[config.mk]
export PLATFORM = sky130hd
export DESIGN_NAME = mem_port_arbiter
export DESIGN_NICKNAME = d
export VERILOG_FILES = /design/src/rtl/mem_port_arbiter.sv
export SDC_FILE = /design/constraint.sdc
export NUM_CORES = 1
export LEC_CHECK = 0
export ABC_AREA = 1
export CAP_MARGIN = 20
export CORE_AREA = 5 5 99 101
export CTS_BUF_LIST = sky130_fd_sc_hd__clkbuf_4
export CTS_CLUSTER_SIZE = 20
export DETAILED_ROUTE_END_ITERATION = 6
export DIE_AREA = 0 0 104 106
export PLACE_DENSITY = 0.79
export SLEW_MARGIN = 20
export SYNTH_ARGS = -nofsm -noshare
export SYNTH_HDL_FRONTEND = slang
export SYNTH_SLANG_ARGS = --single-unit
[constraint.sdc]
create_clock -name clk -period 1.9 [get_ports clk]
set_input_delay 0.38 -clock clk [delete_from_list [all_inputs] [get_ports clk]]
set_output_delay 0.38 -clock clk [all_outputs]
set_load 0.05 [all_outputs]
[src/rtl/mem_port_arbiter.sv]
// mem_port_arbiter
// ----------------
// Shares one single-port memory between the instruction-fetch (IF) port and
// the load/store (LS) port. Requests use a request/grant handshake. Ties are
// broken round-robin against the most recently granted port.
//
// Writes complete in their grant cycle. A read holds the memory until its
// data comes back MEM_LAT cycles after the grant.
//
// Ports
//   clk, reset            clock and asynchronous active-low reset
//   if_req/if_addr        IF read request, held until if_gnt
//   if_gnt                IF request accepted this cycle
//   if_rvalid/if_rdata    IF read response (rdata is 0 when not valid)
//   ls_req/ls_we/ls_addr/ls_wdata
//                         LS request, held until ls_gnt
//   ls_gnt                LS request accepted this cycle
//   ls_rvalid/ls_rdata    LS read response (rdata is 0 when not valid)
//   mem_en/mem_we/mem_addr/mem_wdata
//                         memory command, driven only in a grant cycle
//   mem_rdata             memory read data, valid MEM_LAT cycles after a read
//
// Parameter
//   MEM_LAT               read latency in cycles, legal range 1..7
module mem_port_arbiter #(
    parameter int MEM_LAT = 2
) (
    input  logic        clk,
    input  logic        reset,
    input  logic        if_req,
    input  logic [31:0] if_addr,
    output logic        if_gnt,
    output logic        if_rvalid,
    output logic [31:0] if_rdata,
    input  logic        ls_req,
    input  logic        ls_we,
    input  logic [31:0] ls_addr,
    input  logic [31:0] ls_wdata,
    output logic        ls_gnt,
    output logic        ls_rvalid,
    output logic [31:0] ls_rdata,
    output logic        mem_en,
    output logic        mem_we,
    output logic [31:0] mem_addr,
    output logic [31:0] mem_wdata,
    input  logic [31:0] mem_rdata
);

    typedef enum logic [1:0] {
        IDLE = 2'd0,
        WAIT = 2'd1,
        RESP = 2'd2
    } state_t;

    // Port encoding used by owner_reg and last_reg.
    localparam logic PORT_IF = 1'b0;
    localparam logic PORT_LS = 1'b1;

    localparam logic [2:0] CNT_INIT = 3'(MEM_LAT - 1);

    state_t     state_reg;
    logic       owner_reg;
    logic       last_reg;
    logic [2:0] cnt_reg;

    logic can_grant;
    logic if_win;
    logic ls_win;
    logic resp;

    // Grants are also masked by reset itself: reset is asynchronous, so a
    // request present while reset is held must not leak through the
    // combinational grant path.
    assign can_grant = (state_reg == IDLE) && reset;

    // On a tie the port that was not granted last wins.
    assign if_win = can_grant && if_req && (!ls_req || (last_reg == PORT_LS));
    assign ls_win = can_grant && ls_req && (!if_req || (last_reg == PORT_IF));

    assign if_gnt    = if_win;
    assign ls_gnt    = ls_win;
    assign mem_en    = if_win || ls_win;
    assign mem_we    = ls_win && ls_we;
    assign mem_addr  = if_win ? if_addr : (ls_win ? ls_addr : 32'd0);
    assign mem_wdata = ls_win ? ls_wdata : 32'd0;

    // Read data is a straight pass-through from memory in the response cycle.
    assign resp      = (state_reg == RESP);
    assign if_rvalid = resp && (owner_reg == PORT_IF);
    assign ls_rvalid = resp && (owner_reg == PORT_LS);
    assign if_rdata  = if_rvalid ? mem_rdata : 32'd0;
    assign ls_rdata  = ls_rvalid ? mem_rdata : 32'd0;

    always_ff @(posedge clk or negedge reset) begin
        if (!reset) begin
            state_reg <= IDLE;
            owner_reg <= PORT_IF;
            last_reg  <= PORT_IF;
            cnt_reg   <= 3'd0;
        end else begin
            case (state_reg)
                IDLE: begin
                    if (if_win || ls_win) begin
                        last_reg <= ls_win ? PORT_LS : PORT_IF;
                        // An LS write is finished in its grant cycle; only
                        // reads occupy the memory until data returns.
                        if (if_win || !ls_we) begin
                            owner_reg <= ls_win ? PORT_LS : PORT_IF;
                            if (MEM_LAT == 1) begin
                                state_reg <= RESP;
                            end else begin
                                state_reg <= WAIT;
                                cnt_reg   <= CNT_INIT;
                            end
                        end
                    end
                end
                WAIT: begin
                    cnt_reg <= cnt_reg - 3'd1;
                    if (cnt_reg == 3'd1) begin
                        state_reg <= RESP;
                    end
                end
                RESP: begin
                    state_reg <= IDLE;
                end
                default: begin
                    state_reg <= IDLE;
                end
            endcase
        end
    end

endmodule
==> flow_summary.yaml, run 1 <==
layout:
  area_growth_pct: 371
  drive_above_1_share_pct: 56.6
  fin_util_pct: 75.0
  fin_nets: 689
  seq_area_sq_um: 175
  multiInputGateArea_sq_um: 1740
  fin_cells: 664
  largest_reg_flops: 3
  antenna_cells: 0
  fill_cells: 531
yosys:
  yosys-top-cells-area: "nor2_1 (27%), inv_1 (20%), a22o_1 (20%), dfrtp_1 (12%), buf_6 (4.7%)"
  synth_seq_cells: 7
  syn_area_sq_um: 1420
  avgSynthCellArea_sq_um: 5.41
  ys_warn_count: 0
  synthArstFlopShare_pct: 100
  synth_top_area_cell: "nor2_1"
  synth_ff_type: "dfrtp_1"
  yosys.area.top_type_share_pct: 26.6
  syn-num-nets: 398
  syn_inst: 263
  synth_cell_type_count: 22
  synth_edf_count: 0
  synth_seq_area_share_pct: 12.3
clock_network:
  cts_buffer_depth: 2
  cts_tree: "done"
  cts-buffers-inserted: 3
  clock_sinks: 7
  hold_buffers: 0
  clk_latency_ns: 0.28
  htree_levels: 1
  clkTransAtPathRegs_ns: 0.06
  cts-root-buf: "clkbuf_4"
timing:
  period_minus_slack_ns: 2.08
  worst_pin_slew_ns: 0.247
  fmax_mhz: 482
  fin_tns_setup_ns: -13.31
  skew_ns: 0.00428
  finalSetupViolCount: 131
  slew_headroom_pct: 83.5
  setup_slack_ns: -0.177
  hold_viol_final: 0
  rsz0062_at_grt: "yes"
  timing.final.crit_share_pct: 109
  maxSlewViolCount: 0
global_route:
  overflow: 0
  grt_max_degree: 32
  grt_pass1_vias: 3272
  grt_pass1_wl_um: 19300
  gr-usage-all-layers_pct: 22.3
  grt_antenna_before_repair: 0
pwr:
  intPower_uw: 2370
  p_leak_uw: 0.00297
  power_density_nw_per_um2: 734
  comb_power_share_pct: 91.1
  p_seq_share_pct: 5.8
  clkPwrFrac_pct: 3.1
  p_switching_uw: 2540
  p_sw_share_pct: 51.7
  peakVddDrop_mv: 0.412
worst_setup_path:
  endpoint_kind: "primary output"
  critPathMaxStageDelay_ns: 0.40
  r2r-end: "cnt_reg[0]"
  path_cells: "inv_2 > nand2_2 > nor2_4 > nand2_4 > clkinv_8 > buf_12 > a22o_1 > buf_12"
  crit_family: "buffers and inverters"
  r2r_start: "state_reg[1]"
  cp_max_fo: 7
  cp.arrival_ns: 1.70
  rr_worst_depth: 9
  critPathLaunchType: "register"
  regToRegSetupSlack_ns: 0.36
  cp_data_required_time_ns: 1.52
  critPathBufInv: 4
  worstSetupPathType: "register to primary output"
  crit_top_cell: "buf_12"
  cp_slowest_cell: "dfrtp_1"
routing:
  drc_errors: 0
  avgRoutedWirePerCell_um: 20.8
  wirelength_um: 13800
  drt_iter0_markers: 45
  viasPerCell: 4.42
  final_antenna_net_count: 0
  drt_pass1_iterations: 4
  vias: 2938
floorplan:
  io_pins: 267
  die_h_um: 106
  initial_core_util_pct: 15.9
  die-area_sq_um: 11000
  die_x_um: 104
  rows: 35
  coreArea_sq_um: 8930
placed_design:
  io_buffer_count: 266
  place_congestion: 0.810
  hpwlAfterDp_um: 9640
  placed_cells: 639
job:
  maxCapViolCount: 0
run_status:
  status: "finished, violations left"
  violations: "negative setup slack"
hold_path:
  hp-class: "input port to asynchronous set/reset pin"
-- final cells by class --
cell class	instances	share of cell area, %
Clock buffer	3	0.336
Multi-Input combinational cell	162	25.9
Inverter	79	4.80
Timing Repair Buffer	297	63.5
Tap cell	111	2.07
Clock inverter	1	0.0747
Timing Repair inverter	4	0.673
Sequential cell	7	2.62
-- how the worst max path moves through the flow --
stage / start / endpoint / slack, ns / cells past startpoint
6_report: state_reg[1] / mem_addr[15] / -0.18 / 8
5_1_grt: state_reg[1] / mem_addr[11] / -0.23 / 8
4_1_cts: state_reg[0] / mem_addr[24] / -0.18 / 8
3_5_place_dp: reset / mem_addr[25] / -0.40 / 7
3_3_place_gp: reset / mem_addr[2] / -0.38 / 7
2_1_floorplan: state_reg[0] / mem_wdata[22] / -0.11 / 6
-- per-layer routing --
metal	GRT usage [%]	part of all wire, %	wire [um]
met1	22.9	34	4700
met2	43.7	56	7730
met3	6.38	7.7	1070
met4	5.64	2.2	298
met5	0	0	0
-- cell usage after synthesis, types with 2 or more instances --
library cell and count:
a22o_1 32, buf_2 9, buf_6 6, dfrtp_1 7, ha_1 2, inv_1 75, inv_2 2, inv_4 2
nand2_1 10, nand2_2 2, nand3_1 3, nor2_1 101, nor3_1 2, o21ai_1 2
-- worst register-to-register path, delay by kind of cell, from the launching register on --
kind / cells / cell delay, ns
simple gates: 7 / 0.77
flops: 1 / 0.40
buf+inv: 2 / 0.26
-- timing repair --
| item | in CTS | in global routing |
|---|---|---|
| endpoints found under the hold margin | 0 | 0 |
| resized for setup | 122 | 29 |
| buffers inserted | 5 | 2 |
| pin swaps | 11 | 10 |
| setup endpoints to repair | 132 | 132 |
| gates cloned | 11 | 3 |
-- cells by family (layout without fill, tap and decap cells) --
family	Yosys count	after routing	share of synthesized area, %
xor gates and xnor gates	1	1	0.616
buffers and inverters	94	384	29.1
adders and majority gates	2	2	1.76
DFF	7	7	12.3
and+or+nand+nor	122	122	34.4
AOI/OAI and AO/OA	37	37	21.8
-- placed cells by master, fill, tap and decap left out, drive strengths merged --
cell type | netlist | routed
nor3 | 2 | 2
nor2 | 102 | 102
clkbuf | 0 | 6
dlygate4sd2 | 0 | 3
nand4 | 1 | 1
nand3 | 3 | 3
o21ai | 3 | 3
nand2 | 13 | 13
ha | 2 | 2
a22o | 32 | 32
a21boi | 2 | 2
xor2 | 1 | 1
or2 | 1 | 1
dfrtp | 7 | 7
inv | 79 | 81
buf | 15 | 162
clkinv | 0 | 3
clkdlybuf4s50 | 0 | 129
-- through the flow --
step	instance area, sq um	power [uW]	hold WS [ns]	setup WS (ns)
2_1_floorplan	1970	2310	0.0844	-0.108
3_3_place_gp	5700	3990	0.454	-0.382
3_5_place_dp	5700	4050	0.488	-0.396
4_1_cts	6410	4690	0.182	-0.175
5_1_grt	6700	5120	0.181	-0.233
6_report	6700	4920	0.164	-0.177
-- power by group through the flow --
stage	Clock, uW	Sequential (uW)	Combinational [uW]
6_report	154	285	4480
5_1_grt	166	296	4650
4_1_cts	153	282	4260
3_5_place_dp	0	280	3770
3_3_place_gp	0	273	3720
2_1_floorplan	0	279	2030
No activity file was read; power rests on OpenSTA's default activity.
==> inputs of run 2 (changes only) <==
--- a/config.mk
+++ b/config.mk
@@ -13,7 +13,9 @@
 export DETAILED_ROUTE_END_ITERATION = 6
 export DIE_AREA = 0 0 104 106
 export PLACE_DENSITY = 0.79
+export SETUP_SLACK_MARGIN = 0.1
 export SLEW_MARGIN = 20
 export SYNTH_ARGS = -nofsm -noshare
 export SYNTH_HDL_FRONTEND = slang
 export SYNTH_SLANG_ARGS = --single-unit
+export TNS_END_PERCENT = 1
==> flow_summary.yaml, run 2 (synthesis gave the netlist of run 1 again) <==
clock_network:
  clkTransAtPathRegs_ns: 0.05
  cts_tree: "done"
  cts-buffers-inserted: 3
  cts-root-buf: "clkbuf_4"
  clock_sinks: 7
  cts_buffer_depth: 2
  htree_levels: 1
  clk_latency_ns: 0.26
worst_setup_path:
  cp_data_required_time_ns: 1.52
  cp_max_fo: 7
  critPathLaunchType: "register"
  endpoint_kind: "primary output"
  r2r-end: "cnt_reg[2]"
  r2r_start: "state_reg[0]"
  rr_worst_depth: 10
  worstSetupPathType: "register to primary output"
  cp.arrival_ns: 1.69
  regToRegSetupSlack_ns: 0.34
timing:
  timing.final.crit_share_pct: 109
  setup_slack_ns: -0.174
  worst_pin_slew_ns: 0.236
  maxSlewViolCount: 0
  fmax_mhz: 482
  skew_ns: 0.00343
  whs_ns: 0.181
  period_minus_slack_ns: 2.07
  slew_headroom_pct: 84.2
  fin_tns_setup_ns: -7.79
  hold_viol_final: 0
  finalSetupViolCount: 106
  rsz0062_at_grt: "yes"
layout:
  fin_cells: 662
  layout_commonest_cell: "clkdlybuf4s50_1"
  seq_area_sq_um: 175
  largest_reg_flops: 3
  drive_above_1_share_pct: 56.1
  fin_nets: 687
  fin_util_pct: 73.7
  final_cell_mix: "clkdlybuf4s50_1 (129), buf_12 (111), inv_1 (70), nor2_4 (64), nor2_2 (34)"
  antenna_cells: 0
  area_growth_pct: 363
  fill_cells: 546
  stdcell_area_sq_um: 6580
  multiInputGateArea_sq_um: 1670
global_route:
  gr-usage-all-layers_pct: 20.5
  grt_pass1_wl_um: 18100
  overflow: 0
  grt_antenna_before_repair: 0
  grt_pass1_vias: 3252
  grt_max_degree: 37
floorplan:
  io_pins: 267
  initial_core_util_pct: 15.9
  coreArea_sq_um: 8930
  die_h_um: 106
  die_x_um: 104
  rows: 35
  die-area_sq_um: 11000
placed_design:
  place_congestion: 0.855
  hpwlAfterDp_um: 9300
  io_buffer_count: 266
  dpl-instance-area_sq_um: 5740
  placed_cells: 642
routing:
  drc_errors: 0
  drt_pass1_iterations: 4
  vias: 2868
  viasPerCell: 4.33
  avgRoutedWirePerCell_um: 18.6
  final_antenna_net_count: 0
  drt_iter0_markers: 47
  wirelength_um: 12300
pwr:
  p_switching_uw: 2470
  peakVddDrop_mv: 0.459
  p_seq_share_pct: 5.9
  power_density_nw_per_um2: 739
  comb_power_share_pct: 91.0
  intPower_uw: 2390
  clkPwrFrac_pct: 3.1
  p_sw_share_pct: 50.8
  p_leak_uw: 0.00290
job:
  maxCapViolCount: 0
hold_path:
  hp-class: "input port to asynchronous set/reset pin"
run_status:
  status: "finished, violations left"
  violations: "negative setup slack"
-- run 2: changes by cell type in the layout (fill, tap and decap cells not counted), moves of 4 or more --
cell / delta
buf_8: +13
buf_6: -12
nor2_2: +10
nor2_4: -10
buf_12: +5
buf_16: -4
-- run 2: final cells by class --
| cell class | instances | share of cell area, % |
|---|---|---|
| Inverter | 79 | 4.92 |
| Multi-Input combinational cell | 162 | 25.3 |
| Clock buffer | 4 | 0.456 |
| Sequential cell | 7 | 2.66 |
| Tap cell | 111 | 2.11 |
| Timing Repair Buffer | 299 | 64.6 |
-- run 2: timing repair --
action / 4_1_cts / 5_1_grt
buffers inserted: 11 / 1
hold endpoints to repair: 0 / 0
endpoints found under the setup margin: 132 / 132
pin swaps: 36 / 10
cloned: 5 / 0
gates resized for setup: 114 / 33
hold buffers: 0 / 0
-- run 2: critical path, cell delays in order, from the launching register on --
cell	delay (ns)
dfrtp_1	0.36
inv_2	0.06
nand2_4	0.08
nor2_4	0.04
buf_6	0.11
nand2_8	0.07
clkinv_8	0.07
buf_6	0.12
buf_16	0.13
a22o_4	0.24
buf_12	0.15
-- run 2: routing by layer --
metal / track usage, % / share of wire [%] / wire (um)
met5: 0 / 0 / 0
met4: 5.92 / 2.5 / 313
met3: 6.50 / 9.0 / 1110
met2: 39.1 / 56 / 6850
met1: 21.3 / 33 / 4030
-- run 2: worst max path at each step --
stage / start / to / slack (ns)
after CTS: state_reg[1] / mem_addr[13] / -0.16
final: state_reg[0] / mem_addr[28] / -0.17
after global placement: if_req / mem_addr[5] / -0.28
after floorplan: state_reg[0] / mem_wdata[22] / -0.11
after global routing: state_reg[1] / mem_addr[28] / -0.22
after detailed placement: ls_req / mem_addr[30] / -0.29
-- run 2: power groups by stage --
stage          Sequential [uW]  Clock [uW]  Combinational [uW]
2_1_floorplan              277           0                2030
3_3_place_gp               272           0                3750
3_5_place_dp               277           0                3810
4_1_cts                    280         158                4310
5_1_grt                    295         164                4620
6_report                   285         152                4430
-- run 2: stage by stage --
stage | total power, uW | setup WS (ns)
2_1_floorplan | 2300 | -0.108
3_3_place_gp | 4020 | -0.275
3_5_place_dp | 4090 | -0.286
4_1_cts | 4750 | -0.161
5_1_grt | 5070 | -0.224
6_report | 4860 | -0.174
